`src/rtl/pe_pkg.sv`:
```
//------------------------------------------------------------------------------
// Module : pe_pkg
// Brief  : Controller state encoding and PE-row latency shared with the PE row.
// Rev    : 1.0
//------------------------------------------------------------------------------
`default_nettype none

package pe_pkg;

    localparam int c_PIPE_LAT_DEFAULT = 2;

    typedef enum logic [2:0] {
        ST_IDLE   = 3'd0,
        ST_LOAD_W = 3'd1,
        ST_RELOAD = 3'd2,
        ST_STREAM = 3'd3,
        ST_DRAIN  = 3'd4
    } state_t;

endpackage

`default_nettype wire

```
`src/rtl/pe_row_ctrl_tag_pipe.sv`:
```
//------------------------------------------------------------------------------
// Module : tag_pipe
// Brief  : Shift register of {valid,last} tags that rides alongside the PE row.
// Rev    : 1.0
//------------------------------------------------------------------------------
`default_nettype none

module tag_pipe #(
    parameter int DEPTH = 3
) (
    input  logic clk,
    input  logic rstn,
    input  logic i_valid,
    input  logic i_last,
    output logic o_valid,
    output logic o_last,
    output logic o_pending
);

    logic [DEPTH-1:0] r_valid;
    logic [DEPTH-1:0] r_last;

    for (genvar i = 0; i < DEPTH; i++) begin : g_stage
        if (i == 0) begin : g_head
            always_ff @(posedge clk) begin
                if (!rstn) begin
                    r_valid[0] <= 1'b0;
                    r_last[0]  <= 1'b0;
                end else begin
                    r_valid[0] <= i_valid;
                    r_last[0]  <= i_last;
                end
            end
        end else begin : g_body
            always_ff @(posedge clk) begin
                if (!rstn) begin
                    r_valid[i] <= 1'b0;
                    r_last[i]  <= 1'b0;
                end else begin
                    r_valid[i] <= r_valid[i-1];
                    r_last[i]  <= r_last[i-1];
                end
            end
        end
    end

    // Pending covers every stage except the output one, so the controller
    // can flag completion in the same cycle the final tag leaves.
    if (DEPTH > 1) begin : g_pend_multi
        assign o_pending = |r_valid[DEPTH-2:0];
    end else begin : g_pend_single
        assign o_pending = 1'b0;
    end

    assign o_valid = r_valid[DEPTH-1];
    assign o_last  = r_last[DEPTH-1];

endmodule

`default_nettype wire

```
`src/rtl/pe_row_ctrl.sv`:
```
//------------------------------------------------------------------------------
// Module : pe_row_ctrl
// Brief  : Job controller feeding weights and data vectors into one PE row.
// Rev    : 1.0
//------------------------------------------------------------------------------
`default_nettype none

module pe_row_ctrl
    import pe_pkg::*;
#(
    parameter int DATA_BW        = 8,
    parameter int WEIGHT_BW      = 8,
    parameter int MATRIX_SIZE    = 8,
    parameter int PARTIAL_SUM_BW = 20,
    parameter int PIPE_LAT       = c_PIPE_LAT_DEFAULT,
    parameter int LEN_BW         = 8
) (
    input  logic                             clk,
    input  logic                             rstn,
    input  logic                             start,
    input  logic [LEN_BW-1:0]                job_len,
    input  logic                             w_valid,
    output logic                             w_ready,
    input  logic [WEIGHT_BW*MATRIX_SIZE-1:0] w_data,
    input  logic                             d_valid,
    output logic                             d_ready,
    input  logic [DATA_BW*MATRIX_SIZE-1:0]   d_data,
    output logic                             pe_weight_reload,
    output logic [WEIGHT_BW*MATRIX_SIZE-1:0] pe_weights,
    output logic [DATA_BW*MATRIX_SIZE-1:0]   pe_data_in,
    input  logic [PARTIAL_SUM_BW-1:0]        pe_data_out,
    output logic                             out_valid,
    output logic                             out_last,
    output logic [PARTIAL_SUM_BW-1:0]        out_data,
    output logic                             busy,
    output logic                             done
);

    state_t            r_state;
    logic [LEN_BW-1:0] r_len;
    logic [LEN_BW-1:0] r_cnt;

    logic              w_w_hs;
    logic              w_d_hs;
    logic [LEN_BW-1:0] w_cnt_nxt;
    logic              w_final;
    logic              w_pending;

    assign w_w_hs    = w_valid & w_ready;
    assign w_d_hs    = d_valid & d_ready;
    assign w_cnt_nxt = r_cnt + 1'b1;
    assign w_final   = w_d_hs & (w_cnt_nxt == r_len);

    always_ff @(posedge clk) begin
        if (!rstn) begin
            r_state          <= ST_IDLE;
            r_len            <= '0;
            r_cnt            <= '0;
            pe_weights       <= '0;
            pe_data_in       <= '0;
            pe_weight_reload <= 1'b0;
            w_ready          <= 1'b0;
            d_ready          <= 1'b0;
            busy             <= 1'b0;
            done             <= 1'b0;
        end else begin
            done             <= 1'b0;
            pe_weight_reload <= 1'b0;
            pe_data_in       <= w_d_hs ? d_data : '0;
            case (r_state)
                ST_IDLE: begin
                    if (start) begin
                        if (job_len != '0) begin
                            r_len   <= job_len;
                            r_cnt   <= '0;
                            w_ready <= 1'b1;
                            busy    <= 1'b1;
                            r_state <= ST_LOAD_W;
                        end else begin
                            done    <= 1'b1;
                        end
                    end
                end
                ST_LOAD_W: begin
                    if (w_w_hs) begin
                        pe_weights       <= w_data;
                        w_ready          <= 1'b0;
                        pe_weight_reload <= 1'b1;
                        r_state          <= ST_RELOAD;
                    end
                end
                ST_RELOAD: begin
                    d_ready <= 1'b1;
                    r_state <= ST_STREAM;
                end
                ST_STREAM: begin
                    if (w_d_hs) begin
                        r_cnt <= w_cnt_nxt;
                        if (w_final) begin
                            d_ready <= 1'b0;
                            r_state <= ST_DRAIN;
                        end
                    end
                end
                ST_DRAIN: begin
                    if (!w_pending) begin
                        done    <= 1'b1;
                        busy    <= 1'b0;
                        r_state <= ST_IDLE;
                    end
                end
                default: begin
                    w_ready <= 1'b0;
                    d_ready <= 1'b0;
                    busy    <= 1'b0;
                    r_state <= ST_IDLE;
                end
            endcase
        end
    end

    // One stage for the pe_data_in register plus the PE row's own latency.
    tag_pipe #(
        .DEPTH (1 + PIPE_LAT)
    ) u_tag_pipe (
        .clk       (clk),
        .rstn      (rstn),
        .i_valid   (w_d_hs),
        .i_last    (w_final),
        .o_valid   (out_valid),
        .o_last    (out_last),
        .o_pending (w_pending)
    );

    assign out_data = pe_data_out;

endmodule

`default_nettype wire

```
`config.mk`:
```
export PLATFORM = sky130hd
export DESIGN_NAME = pe_row_ctrl
export DESIGN_NICKNAME = d
export VERILOG_FILES = /design/src/rtl/pe_pkg.sv /design/src/rtl/pe_row_ctrl_tag_pipe.sv /design/src/rtl/pe_row_ctrl.sv
export SDC_FILE = /design/constraint.sdc
export NUM_CORES = 1
export LEC_CHECK = 0
export CORE_UTILIZATION = 39
export DETAILED_ROUTE_END_ITERATION = 7
export PLACE_DENSITY = 0.81
export SKIP_LAST_GASP = 1
export SYNTH_ARGS = -nofsm -noshare
export SYNTH_HDL_FRONTEND = slang
export SYNTH_SLANG_ARGS = --single-unit
```
`constraint.sdc`:
```
create_clock -name clk -period 2.87 [get_ports clk]
set_input_delay 0.574 -clock clk [delete_from_list [all_inputs] [get_ports clk]]
set_output_delay 0.574 -clock clk [all_outputs]
set_load 0.01 [all_outputs]
```
==> impl_metrics.csv, run 1 <==
group,metric,value,unit
setup_path,crit_family,"simple AND/OR/NAND/NOR gates",
clocking,insertion_delay,410,ps
drt,wl_per_cell,14.76,um
clocking,cts.repair.resized,0,
global_routing,grt_use_total,0.2038,
logic_synthesis,syn_nets,785,
drt,ant_nets,0,
setup_path,slowest_delay,470,ps
hold_path,hp-class,"register to register",
setup_path,cp_max_fo,6,
finish,post-route-util,0.6284,
floorplan,fp.dieW,123.7,um
floorplan,core_area,14480,um^2
floorplan,die_area,15300,um^2
timing,max_freq,380.8,MHz
logic_synthesis,synthArstFlopShare,0,
drt,via_per_inst,4.659,
timing,maxSlewViolCount,0,
setup_path,endpoint_kind,"register",
setup_path,arrival,2930,ps
global_routing,antenna_found_initial,1,
global_routing,grt.overflow.total,0,
drt,wl,15700,um
timing,report.final.hold_viol_count,0,
setup_path,critPathRequiredTime,3170,ps
setup_path,critical_path.cell_chain,"ha_1 -> xor2_1 -> or4_1 -> nor4_1 -> o2111ai_1 -> or3b_4 -> o211a_1",
setup_path,r2r_end,"d_ready",
setup_path,r2r_cells,7,
finish,drive_above_1_share,0.05233,
timing,rsz0062_at_grt,"no",
global_routing,grt_first_pass_wirelength,23410,um
setup_path,crit_path_start_kind,"register",
clocking,clkTransAtPathRegs,60,ps
logic_synthesis,synth_cell_types,46,
finish,nets,1028,
clocking,cts_buffers,17,
setup_path,rr_startpoint,"r_cnt[1]",
place,place_area,8496,um^2
finish,final_cell_mix,"274 x clkdlybuf4s50_1, 158 x dfxtp_1, 153 x nand2_1",
place,port_buffers,275,
timing,worstMarginPinSlew,811.0,ps
clocking,cts_sinks,158,
clocking,hold_buffers,0,
drt,via_count,4957,
setup_path,critical_path_buf_inv_count,0,
timing,setup_tns,0,ps
power_and_ir_drop,total_power,0.004940,W
clocking,cts_tree,"built",
global_routing,grt_start_max_net_pins,95,
timing,timing.slew.headroom,0.4594,
logic_synthesis,ys_seq_elements,158,
setup_path,cp_slowest_cell,"or4_1",
clocking,postCtsSetupRepairBufs,0,
logic_synthesis,synth_edf_count,0,
clocking,root_buffer,"clkbuf_16",
finish,fin_area,9099,um^2
logic_synthesis,synthCells,623,
setup_path,crit_end,"d_ready",
logic_synthesis,avgSynthCellArea,9.273,um^2
setup_path,rrSetupSlack,240,ps
drt,drc,0,
timing,timing.final.crit_share,0.9150,
setup_path,path_class,"register to register",
place,dpl.hpwl,11240,um
floorplan,io_pins,316,
power_and_ir_drop,power_per_cell_area,543.0,nW/um^2
flow_run,cap_violations,0,
floorplan,die_y,123.7,um
timing,finalClockSkew,4.534,ps
global_routing,grt_pass1_vias,4666,
logic_synthesis,ys_seq_area_frac,0.5475,
logic_synthesis,synth_ff_type,"dfxtp_1",
finish,syn2layout_area_growth,57.50,%
clocking,h-tree-depth,4,
finish,finalNonFillerCells,1064,
floorplan,start_util,0.3990,
logic_synthesis,synth_area,5777,um^2
run_status,status,"complete, no violations",
timing,final.min_clock_period,2626,ps
setup_path,cp-startpoint,"r_cnt[1]",
finish,final_common_cell,"clkdlybuf4s50_1",
power_and_ir_drop,ir_drop,0.0003644,V
place,routabilityCongestion,0.8004,
drt,first_iter_violations,298,
power_and_ir_drop,p_leak,3.284,nW
setup_path,crit_cells,7,
clocking,cts_max_path_buffers,2,
timing,setup_violations,0,
drt,drtPass1Iterations,5,
floorplan,rows,44,
place,placedCellCount,1031,
logic_synthesis,ys_warn_count,0,
==> routing by layer <==
| metal | vias up | wire, um | global-route usage |
|---|---|---|---|
| met5 | - | 0 | 0 |
| met1 | 2254 | 6143 | 0.2201 |
| met3 | 26 | 1359 | 0.09936 |
| met4 | 0 | 338 | 0.08133 |
| met2 | 179 | 7862 | 0.3403 |
| li1 | 2498 | - | - |
==> state kept, by name, summed over array words and instances (netlist names), 2 cells and up <==
signal / flops
pe_data_in: 64
pe_weights: 64
r_cnt: 8
r_len: 8
r_state: 3
u_tag_pipe.r_last: 2
u_tag_pipe.r_valid: 2
==> where the power goes <==
group          leakage (nW)  internal [W]  switching [W]
clock                 0.287       0.00141       0.000853
combinational          1.72      0.000273       0.000138
sequential             1.28       0.00224      0.0000273
total                  3.28       0.00392        0.00102
==> worst min-delay path by stage <==
| stage | startpoint | endpoint | slack [ps] | depth (start not counted) |
|---|---|---|---|---|
| 3_3_place_gp | u_tag_pipe.r_last[1] | u_tag_pipe.o_last | 420 | 1 |
| 4_1_cts | u_tag_pipe.r_last[1] | u_tag_pipe.o_last | 440 | 1 |
| 6_report | u_tag_pipe.r_last[1] | u_tag_pipe.o_last | 430 | 1 |
| 5_1_grt | u_tag_pipe.r_last[1] | u_tag_pipe.o_last | 460 | 1 |
| 3_5_place_dp | u_tag_pipe.r_last[1] | u_tag_pipe.o_last | 420 | 1 |
| 2_1_floorplan | u_tag_pipe.r_last[1] | u_tag_pipe.o_last | 410 | 1 |
==> metrics by stage <==
| stage | setup WS [ps] | hold WS [ps] |
|---|---|---|
| 2_1_floorplan | 512.3 | 411.9 |
| 4_1_cts | 260.0 | 436.9 |
| 3_3_place_gp | -66.40 | 419.5 |
| 5_1_grt | 44.64 | 456.2 |
| 6_report | 244.1 | 431.6 |
| 3_5_place_dp | -45.10 | 422.1 |
==> Yosys cell counts, types with 2 or more instances <==
library cell | instances | area [um^2]
a31oi_1 | 5 | 31.28
inv_1 | 4 | 15.01
nand2_1 | 153 | 574.3
or4_1 | 3 | 22.52
buf_4 | 21 | 157.7
nand4_1 | 4 | 25.02
and4_1 | 2 | 17.52
o211ai_1 | 2 | 15.01
nor4_1 | 2 | 12.51
xor2_1 | 4 | 35.03
and2_1 | 72 | 450.4
or3_1 | 2 | 12.51
o21a_1 | 2 | 15.01
nor2b_1 | 4 | 25.02
nor2_1 | 11 | 41.29
a21boi_0 | 75 | 563.0
o22ai_1 | 2 | 12.51
o21ai_0 | 10 | 50.05
buf_1 | 3 | 11.26
dfxtp_1 | 158 | 3163
buf_6 | 3 | 33.78
xnor2_1 | 6 | 52.55
clkbuf_1 | 28 | 105.1
a21oi_1 | 7 | 35.03
clkbuf_8 | 3 | 41.29
and3_1 | 3 | 18.77
nand3_1 | 15 | 75.07
==> logic make-up (layout without fill, tap and decap cells) <==
logic type / Yosys count / after routing / share of synthesized area
and+or+nand+nor: 279 / 279 / 0.2322
DFF: 158 / 158 / 0.5475
AOI/OAI and AO/OA: 110 / 110 / 0.1356
buffers and inverters: 64 / 320 / 0.06562
xor gates and xnor gates: 10 / 10 / 0.01516
adders and majority gates: 1 / 1 / 0.002166
muxes: 1 / 1 / 0.001733
other: 0 / 1 / 0
==> final cells by class <==
class | count | area [um^2]
fillers | 1164 | 5380
well taps | 184 | 230.2
inverters | 4 | 15.01
diodes | 1 | 2.502
flip-flops and latches | 158 | 3163
repair buffers | 284 | 2840
clock buffers | 22 | 464.2
multi-input cells | 401 | 2247
clock inverters | 10 | 136.4
Note: power is estimated with default switching activity, not from simulation.
==> run 2: changes to the inputs <==
- TNS_END_PERCENT: not set -> 1
==> results of run 2 <==
Final layout, timing and power as in run 1 (identical DEF).
==> run 3: changes to the inputs <==
- CORE_UTILIZATION: 39 -> 40
- CTS_BUF_LIST: not set -> sky130_fd_sc_hd__clkbuf_2 sky130_fd_sc_hd__clkbuf_4 sky130_fd_sc_hd__clkbuf_8
- PLACE_DENSITY: 0.81 -> 0.82
- TNS_END_PERCENT: 1 -> 100
==> run 3 against run 2 <==
Cell count decreased by 0.47%; utilization increased by 1.0 points; critical path depth unchanged; register-to-register slack improved by 110 ps; non-clock buffer count increased by 1; worst hold slack improved by 3.7 ps; die area decreased by 2.5%; first-iteration DRC count decreased by 6.7%; combinational power about the same; setup slack improved by 110 ps; critical path type unchanged; critical endpoint unchanged; highest routed layer unchanged.
==> impl_metrics.csv, run 3 (synthesis gave the netlist of run 1 again) <==
group,metric,value,unit
run_status,status,"complete, no violations",
setup_path,critical_path.cell_chain,"ha_1 -> xor2_1 -> or4_1 -> nor4_1 -> o2111ai_1 -> or3b_4 -> o211a_1",
power_and_ir_drop,power_per_cell_area,495.4,nW/um^2
finish,syn2layout_area_growth,54.58,%
clocking,cts_sinks,158,
finish,drive_above_1_share,0.05575,
clocking,insertion_delay,440,ps
global_routing,antenna_found_initial,0,
global_routing,grt_use_total,0.2116,
setup_path,cp_slowest_cell,"or4_1",
power_and_ir_drop,p_leak,3.222,nW
finish,finalNonFillerCells,1059,
drt,drc,0,
power_and_ir_drop,ir_drop,0.0004502,V
power_and_ir_drop,total_power,0.004424,W
clocking,cts_buffers,17,
drt,ant_nets,0,
setup_path,crit_path_start_kind,"register",
timing,final.min_clock_period,2516,ps
setup_path,critPathRequiredTime,3210,ps
floorplan,io_pins,316,
clocking,cts.repair.resized,0,
setup_path,cp_max_fo,6,
floorplan,die_area,14930,um^2
setup_path,critical_path_buf_inv_count,0,
drt,wl,15840,um
drt,drtPass1Iterations,5,
setup_path,path_class,"register to register",
clocking,clkTransAtPathRegs,80,ps
timing,timing.slew.headroom,0.6525,
finish,nets,1029,
place,routabilityCongestion,0.8267,
place,dpl.hpwl,11550,um
setup_path,arrival,2860,ps
drt,via_count,4990,
timing,max_freq,397.4,MHz
timing,setup_violations,0,
floorplan,rows,43,
timing,timing.final.crit_share,0.8767,
timing,maxSlewViolCount,0,
drt,via_per_inst,4.712,
clocking,cts_max_path_buffers,2,
drt,wl_per_cell,14.95,um
clocking,postCtsSetupRepairBufs,0,
floorplan,core_area,13990,um^2
finish,final_cell_mix,"274 x clkdlybuf4s50_1, 158 x dfxtp_1, 153 x nand2_1",
hold_path,hp-class,"register to register",
drt,first_iter_violations,278,
place,placedCellCount,1028,
timing,report.final.hold_viol_count,0,
global_routing,grt_first_pass_wirelength,23800,um
clocking,root_buffer,"clkbuf_8",
finish,reg_top3,"pe_data_in x64, pe_weights x64",
global_routing,grt_pass1_vias,4642,
timing,worstMarginPinSlew,518.4,ps
clocking,hold_buffers,0,
global_routing,grt.overflow.total,0,
setup_path,slowest_delay,460,ps
timing,rsz0062_at_grt,"no",
global_routing,grt_start_max_net_pins,66,
timing,setup_tns,0,ps
clocking,h-tree-depth,4,
setup_path,endpoint_kind,"register",
place,port_buffers,275,
floorplan,start_util,0.4130,
timing,finalClockSkew,7.414,ps
finish,final_common_cell,"clkdlybuf4s50_1",
clocking,cts_tree,"built",
setup_path,crit_family,"simple AND/OR/NAND/NOR gates",
floorplan,die_y,122.2,um
finish,diodes,0,
floorplan,fp.dieW,122.2,um
timing,whs,435.3,ps
flow_run,cap_violations,0,
[run 3: changes by cell type in the layout (fill, tap and decap cells not counted), sizes merged]
| cell | change |
|---|---|
| buf | +1 |
| clkbuf | -2 |
| clkinv | +3 |
| clkinvlp | -3 |
| diode | -1 |
| inv | +1 |
[run 3: worst paths after layout]
| check | from | end | depth (start not counted) | slack, ps |
|---|---|---|---|---|
| setup / recovery | r_cnt[1] | d_ready | 7 | 350 |
| hold / removal | u_tag_pipe.r_last[1] | u_tag_pipe.o_last | 1 | 440 |
| setup reg to reg | r_cnt[1] | d_ready | 7 | 350 |
| hold reg to reg | u_tag_pipe.r_last[1] | u_tag_pipe.o_last | 1 | 440 |
[run 3: layer usage]
metal	routed length [um]	vias up	GRT usage
li1	-	2496	-
met1	6274	2289	0.2328
met2	7857	187	0.3520
met4	229	0	0.06707
met5	0	-	0
met3	1474	18	0.1091
[run 3: through the flow]
step	setup WS (ps)	util	instance area (um^2)
after floorplan	512.3	-	5777
after global placement	43.70	0.6075	8498
after detailed placement	14.55	0.6075	8498
after CTS	354.1	0.6384	8930
after global routing	175.6	0.6384	8930
final	353.9	0.6384	8930
[run 3: power by group]
part           total [W]  switching (W)  internal, W
combinational   0.000414       0.000140     0.000274
sequential       0.00226      0.0000279      0.00223
clock            0.00175       0.000813     0.000937
total            0.00442       0.000982      0.00344
[run 3: area by class of cell]
class	instances	area, um^2
Inverter	4	15.01
Tap cell	180	225.2
Multi-Input combinational cell	401	2247
Timing Repair Buffer	285	2848
Fill cell	1146	5059
Sequential cell	158	3163
Clock buffer	20	275.3
Clock inverter	11	156.4
